`config.mk`:
```
export PLATFORM = sky130hd
export DESIGN_NAME = w_stage_grf
export DESIGN_NICKNAME = d
export VERILOG_FILES = /design/src/rtl/w_stage_grf.sv
export SDC_FILE = /design/constraint.sdc
export NUM_CORES = 2
export LEC_CHECK = 0
export CAP_MARGIN = 10
export CORE_ASPECT_RATIO = 0.5
export CORE_MARGIN = 1
export CORE_UTILIZATION = 60
export DETAILED_ROUTE_END_ITERATION = 7
export HOLD_SLACK_MARGIN = 0.02
export PLACE_DENSITY = 0.8
export SETUP_SLACK_MARGIN = 0.3
export SLEW_MARGIN = 0
export SYNTH_ARGS = -nofsm -noshare
export SYNTH_HDL_FRONTEND = slang
export SYNTH_SLANG_ARGS = --single-unit
export TNS_END_PERCENT = 10
```
`constraint.sdc`:
```
create_clock -name clk -period 6 [get_ports clk]
set_input_delay 0.6 -clock clk [delete_from_list [all_inputs] [get_ports clk]]
set_output_delay 0.6 -clock clk [all_outputs]
set_load 0.02 [all_outputs]
```
`src/rtl/w_stage_grf.sv`:
```
// Writeback stage of the five-stage MIPS pipeline: decodes the W destination and data
// source, commits into the 32x32 register file and serves the D-stage reads with W->D bypass.
module w_stage_grf #(
   parameter logic [31:0] RESET_PC = 32'h0000_3000
) (
   input  logic        clk,
   input  logic        reset,
   input  logic [31:0] instr_w,
   input  logic [31:0] pc_w,
   input  logic [31:0] alu_w,
   input  logic [31:0] dm_w,
   input  logic [31:0] md_w,
   input  logic        b_j_w,
   input  logic [4:0]  rs_addr_d,
   input  logic [4:0]  rt_addr_d,
   output logic [31:0] rs_data_d,
   output logic [31:0] rt_data_d,
   output logic        fwd_we_w,
   output logic [4:0]  fwd_addr_w,
   output logic [31:0] fwd_data_w,
   output logic [31:0] retired_cnt
);

   typedef enum logic [2:0] {SRC_NONE, SRC_ALU, SRC_DM, SRC_MD, SRC_PC8} src_e;

   typedef struct packed {
      logic       wr;
      logic [4:0] dest;
      src_e       src;
   } dec_t;

   logic [5:0]  op, funct;
   logic [4:0]  rt, rd;
   dec_t        dec;
   logic [31:0] pc8;
   logic [31:0][31:0] rf_q, rf_d;
   logic [31:0] retired_cnt_q, retired_cnt_d;
   logic        unused_bits;

   assign op    = instr_w[31:26];
   assign funct = instr_w[5:0];
   assign rt    = instr_w[20:16];
   assign rd    = instr_w[15:11];
   assign pc8   = pc_w + 32'd8;

   // RESET_PC only documents the idle W contents; rs and shamt fields are not needed here.
   assign unused_bits = ^{RESET_PC, instr_w[25:21], instr_w[10:6]};

   always_comb begin
      dec = '{wr: 1'b0, dest: 5'd0, src: SRC_NONE};
      case (op)
         6'h00: begin
            case (funct)
               6'h21, 6'h23, 6'h24, 6'h25, 6'h2a, 6'h2b, 6'h00, 6'h02, 6'h03:
                  dec = '{wr: 1'b1, dest: rd, src: SRC_ALU};
               6'h10, 6'h12: dec = '{wr: 1'b1, dest: rd, src: SRC_MD};
               6'h09:        dec = '{wr: 1'b1, dest: rd, src: SRC_PC8};
               default:      dec = '{wr: 1'b0, dest: 5'd0, src: SRC_NONE};
            endcase
         end
         6'h08, 6'h09, 6'h0c, 6'h0d, 6'h0f, 6'h0a:
            dec = '{wr: 1'b1, dest: rt, src: SRC_ALU};
         6'h23, 6'h20, 6'h24, 6'h21, 6'h25:
            dec = '{wr: 1'b1, dest: rt, src: SRC_DM};
         6'h03: dec = '{wr: 1'b1, dest: 5'd31, src: SRC_PC8};
         6'h01: begin
            // Conditional links only write when the branch condition held.
            if ((rt == 5'h10 || rt == 5'h11) && b_j_w)
               dec = '{wr: 1'b1, dest: 5'd31, src: SRC_PC8};
         end
         default: dec = '{wr: 1'b0, dest: 5'd0, src: SRC_NONE};
      endcase
   end

   always_comb begin
      case (dec.src)
         SRC_ALU: fwd_data_w = alu_w;
         SRC_DM:  fwd_data_w = dm_w;
         SRC_MD:  fwd_data_w = md_w;
         SRC_PC8: fwd_data_w = pc8;
         default: fwd_data_w = 32'd0;
      endcase
   end

   assign fwd_we_w   = dec.wr && (dec.dest != 5'd0) && reset;
   assign fwd_addr_w = fwd_we_w ? dec.dest : 5'd0;

   always_comb begin
      rs_data_d = rf_q[rs_addr_d];
      if (rs_addr_d == 5'd0)
         rs_data_d = 32'd0;
      else if (fwd_we_w && rs_addr_d == fwd_addr_w)
         rs_data_d = fwd_data_w;
   end

   always_comb begin
      rt_data_d = rf_q[rt_addr_d];
      if (rt_addr_d == 5'd0)
         rt_data_d = 32'd0;
      else if (fwd_we_w && rt_addr_d == fwd_addr_w)
         rt_data_d = fwd_data_w;
   end

   always_comb begin
      rf_d = rf_q;
      if (fwd_we_w)
         rf_d[fwd_addr_w] = fwd_data_w;
      rf_d[0] = 32'd0;
      retired_cnt_d = retired_cnt_q + {31'd0, (instr_w != 32'd0)};
   end

   always_ff @(posedge clk) begin
      if (!reset) begin
         rf_q          <= '0;
         retired_cnt_q <= 32'd0;
      end else begin
         rf_q          <= rf_d;
         retired_cnt_q <= retired_cnt_d;
      end
   end

   assign retired_cnt = retired_cnt_q;

endmodule

```
Word-level counts from Yosys, hierarchy flattened:

Index checks and enable logic that the tools add are counted.

* logic and storage cells: 104
* flip-flop bits (word level): 1056

* magnitude comparators: 4
* add/subtract/negate cells: 2
* mux-type cells: 16
* reduce and logical (&&, ||, !) cells: 17
* eq/ne operators: 32

Operators by type and width (count)
* 1024-bit bitwise mux: 1
* 32-bit binary-select mux with 5-bit select: 2
* 32-bit 2-to-1 mux: 7
* 32-bit demux with 5-bit select: 1
* 32-bit case mux with 4 select lines: 1
* 6-bit == test (second input constant): 11
* 9-bit case mux with 5 select lines: 1
* 6-bit by 4-bit == test with 1-bit output (second input constant): 7
* 32-bit by 1-bit adder with 32-bit output: 1
* 32-bit by 4-bit adder with 32-bit output (second input constant): 1
* 32-bit nonzero test: 1
* 9-bit case mux with 3 select lines: 1
* 6-bit by 2-bit == test with 1-bit output (second input constant): 3
* 5-bit by 6-bit less-than comparator with 1-bit output (second input constant): 3
* 6-bit by 5-bit == test with 1-bit output (second input constant): 2
* 6-bit zero test: 2
* 5-bit == test: 2
* 5-bit == test (second input constant): 2
* 5-bit zero test: 2
* 9-bit 2-to-1 mux: 1
* 9-bit OR reduction: 1
* 3-bit by 2-bit == test with 1-bit output (second input constant): 2
* 6-bit by 1-bit == test with 1-bit output (second input constant): 1
* 1-bit logical AND: 6
* other kinds (9): 9

Longest topological paths before layout:

* depth in word-level cells: 14
* gate-level depth with buffers: 13
* mapped depth without buffers: 12

Worst setup path after synthesis:

Ideal clock, no wire load.

* path type: input -> output
* start: input port instr_w[28]
* end: output port rs_data_d[0]
* stages: 11
* data required time: 5.400 ns
* path slack: 2.107 ns
* data arrival time: 3.293 ns
* cell sequence: buf_2 > or3b_1 > a211oi_2 > o21ai_0 > nand3_1 > xnor2_1 > nand3_1 > or4_1 > buf_2 > buf_6 > mux2i_1

* longest elaborated chain between the ends: 11

RTL lines
* start: declaration: line 8 `input logic [31:0] instr_w,`
* 6-bit by 4-bit == test with 1-bit output / 6-bit == test (equally long branches): line 51 `case (op)`
* 6-bit OR reduction / 5-bit OR reduction (equally long branches): line 51
* 9-bit case mux with 5 select lines (*): line 51
* 5-bit nonzero test: line 85 `assign fwd_we_w = dec.wr && (dec.dest != 5'd0) && reset;`
* 1-bit logical AND (2 in a row): line 85
* 5-bit 2-to-1 mux: line 86 `assign fwd_addr_w = fwd_we_w ? dec.dest : 5'd0;`
* 5-bit == test: line 92 `else if (fwd_we_w && rs_addr_d == fwd_addr_w)`
* 1-bit logical AND: line 92
* 32-bit 2-to-1 mux (*): line 92
* 32-bit 2-to-1 mux (*): line 90 `if (rs_addr_d == 5'd0)`
* end: declaration: line 16 `output logic [31:0] rs_data_d,`

Every way passes the cells marked *; elsewhere a longest branch is shown, timed or not.

Final worst setup path:

* start: input port instr_w[20]
* end: output port rs_data_d[13]

* longest elaborated chain between the ends: 13

RTL lines
* 5-bit == test: line 68 `if ((rt == 5'h10 || rt == 5'h11) && b_j_w)`
* 1-bit logical OR: line 68
* 1-bit logical AND: line 68
* 9-bit 2-to-1 mux: line 68
* 9-bit case mux with 5 select lines (*): line 51
* 5-bit nonzero test: line 85
* 1-bit logical AND (2 in a row): line 85
* 5-bit 2-to-1 mux: line 86
* 5-bit == test: line 92
* 1-bit logical AND: line 92
* 32-bit 2-to-1 mux (*): line 92
* 32-bit 2-to-1 mux (*): line 90

Marked as above.

==> results.toml <==
[status]
status = "finished clean"

[synthesis]
yosys.area.top_type = "dfxtp_1"
ys_ff_latch = 1024
synth_top_area_share_pct = 36.9
yosysSeqAreaShare_pct = 36.9
syn_avg_cell_area_um2 = 11.2
synth_most_common_cell = "dfxtp_1"
yosysUniqueCellTypes = 68
synth_enable_flop_cells = 0
synthArstFlopShare_pct = 0
ys_warn_count = 0
ys.flop_type = "dfxtp_1"
netlist_area_mm2 = 0.0556
synth_commonest_cells = "dfxtp_1, nand2_1, o211a_1"
synth.area.top_cells = "dfxtp_1, mux4_2, o211a_1"
synth_cells = 4954
synth_fp_nets = 5130

[global_routing]
antenna_found_initial = 4
grt_pass1_wl_mm = 274
grt_max_degree = 223
grt_pass1_vias = 44400
gr-usage-all-layers_pct = 38.5
grt-ovfl-total = 0

[sta]
skew_ns = 0.0185
setup_tns_ns = 0
fmax_mhz = 180
hold_violations = 0
fin_crit_ns = 5.57
maxSlewViolCount = 0
slew_headroom_pct = 20.0
min_period_over_period_pct = 92.8
setup_viol = 0
tightest_slew_ns = 1.20
rsz0062_at_grt = "false"

[power]
powerDensity_mw_per_mm2 = 225
p_leak_nw = 33.0
peakVddDrop_mv = 0.203
p_total_w = 0.0142

[floorplanning]
fp.dieH_um = 217
core_area_mm2 = 0.0912
rows = 78
start_util_pct = 61.0
io_pins = 307
dieArea_mm2 = 0.0939
die_w_um = 432

[worst_setup_path]
crit_type = "in2out"
r2r_slack_ns = 3.22
endpoint = "rs_data_d[13]"
r2r_cells = 8
critPathSlowestCell = "or4_2"
crit_fanout = 12
crit_chain = "clkdlybuf4s50_1 > nor4b_1 > a21oi_1 > nor3_4 > nor3_1 > a21oi_1 > o31ai_2 > or4_2 > buf_4 > mux2i_1 > clkdlybuf4s50_1"
worstPathRequired_ns = 5.40
max_stage_delay_ns = 0.87
rr_endpoint = "retired_cnt[30]"
critPathCaptureType = "primary output"
critPathArrivalTime_ns = 4.97
worstReg2RegStart = "retired_cnt[0]"
startpoint = "instr_w[20]"
worst_setup_path_start_kind = "primary input"

[drt]
drc = 0
vias = 45300
wl_per_cell_um = 29.4
antenna_left = 0
drt_iter0_drc = 6417
firstDrtPassIters = 6
wirelength_mm = 184
vias_per_cell = 7.26

[flow_run]
drv_cap = 0

[placed_design]
place.gp.congestion = 0.901
hpwl_mm = 111
portBuffers = 306

[finish]
nets = 5098
drive_above_1_share_pct = 21.5
regArea_mm2 = 0.0205
area_growth_pct = 13.6
fillers = 6377
multi_input_area_mm2 = 0.0328

[clock_network]
htree_levels = 3
insertion_delay_ns = 0.71
cts_buffers = 92
cts.hold.buffers_added = 0
path_clk_slew_ns = 0.07
root_buffer = "clkbuf_16"
tritoncts = "built"
clock_sinks = 1024
cts_buffer_depth = 3

[min_path]
holdPathStages = 2
hold_path.class = "in2reg"
==> final cells by class <==
cell class                      count  area share, %
Multi-Input combinational cell   3287           52.0
Timing Repair Buffer              472           7.80
Inverter                           45          0.268
Tap cell                         1240           2.46
Clock buffer                      131           4.18
Sequential cell                  1024           32.5
Clock inverter                     39          0.817
Antenna cell                        2        0.00793
==> flip-flops by register name, indices dropped and copies added (netlist names) <==
register and cells:
rf_q 992, retired_cnt 32
==> how the worst min path moves through the flow <==
stage / from / endpoint
2_1_floorplan: rf_q[591] / rf_q[591]
3_3_place_gp: rf_q[609] / rf_q[609]
3_5_place_dp: rf_q[865] / rf_q[865]
4_1_cts: reset / rf_q[326]
5_1_grt: reset / rf_q[294]
6_report: reset / rf_q[453]
==> critical path: cells and delay by family <==
kind	cells	cell delay (ns)
simple gates	4	1.94
mux	1	0.23
buf+inv	3	1.60
compound gates	3	0.56
==> where the power goes <==
group	internal [W]	switching, W
Sequential	0.00680	0.00000559
Combinational	0.000402	0.000688
Clock	0.00349	0.00280
Total	0.0107	0.00350
==> cell families (layout without fill, tap and decap cells) <==
kind of cell	after synthesis	count (layout)	synth area share, %
compound gates	1156	1156	19.7
simple gates	1252	1252	9.72
other cells	0	2	0
xor+xnor	59	59	0.930
buf+inv	643	687	4.85
fa+ha+maj	3	3	0.0676
mux	817	817	27.9
flops	1024	1024	36.9
==> placed cells by master (no fill, tap or decap), types with 10 or more instances in the layout <==
master              n
xor2_1             19
buf_4             121
and2_1             24
mux2i_1           169
clkbuf_8           17
a21oi_2            13
clkbuf_16          93
clkinv_2           19
inv_1              45
nand2_1           969
clkdlybuf4s50_1   294
a21oi_4            10
nand3_1            40
nor2_1             42
a21boi_0           14
mux4_2            576
a22oi_1            25
a22o_1             73
or3_1              13
nor3_1             13
o211a_1           900
xnor2_1            40
nor2_4             13
nor4_1             10
o21ai_0            45
nor2b_1            47
dfxtp_1          1024
nor3_4             19
clkbuf_1           21
mux2_2             68
a31o_2             21
nand4_1            18
o21ai_1            11
buf_12             46
==> per-layer routing <==
layer  wire [um]  up-vias  GRT usage [%]
met5          33        -              0
met4        9520        4           20.3
met3       26400      642           12.5
met2       82000     3194           58.3
met1       65800    22700           49.2
li1            -    18800              -
==> timing repair <==
item / 4_1_cts / 5_1_grt
pin swaps: 0 / 1
endpoints found under the hold margin: 0 / 0
resized for setup: 1 / 4
buffers inserted: 0 / 0
endpoints found under the setup margin: 19 / 52
==> through the flow <==
step | cells | worst slack, ns | utilization (%) | hold WS [ns] | area [um2]
after floorplan | 4954 | 2.11 | - | 0.435 | 55600
after global placement | 6067 | 0.332 | 65.7 | 0.442 | 59900
after detailed placement | 6067 | 0.292 | 65.7 | 0.460 | 59900
after CTS | 6237 | 0.386 | 69.2 | 0.330 | 63100
after global routing | 6240 | 0.298 | 69.2 | 0.370 | 63100
final | 6240 | 0.435 | 69.2 | 0.355 | 63100
Note: power is estimated with default switching activity, not from simulation.
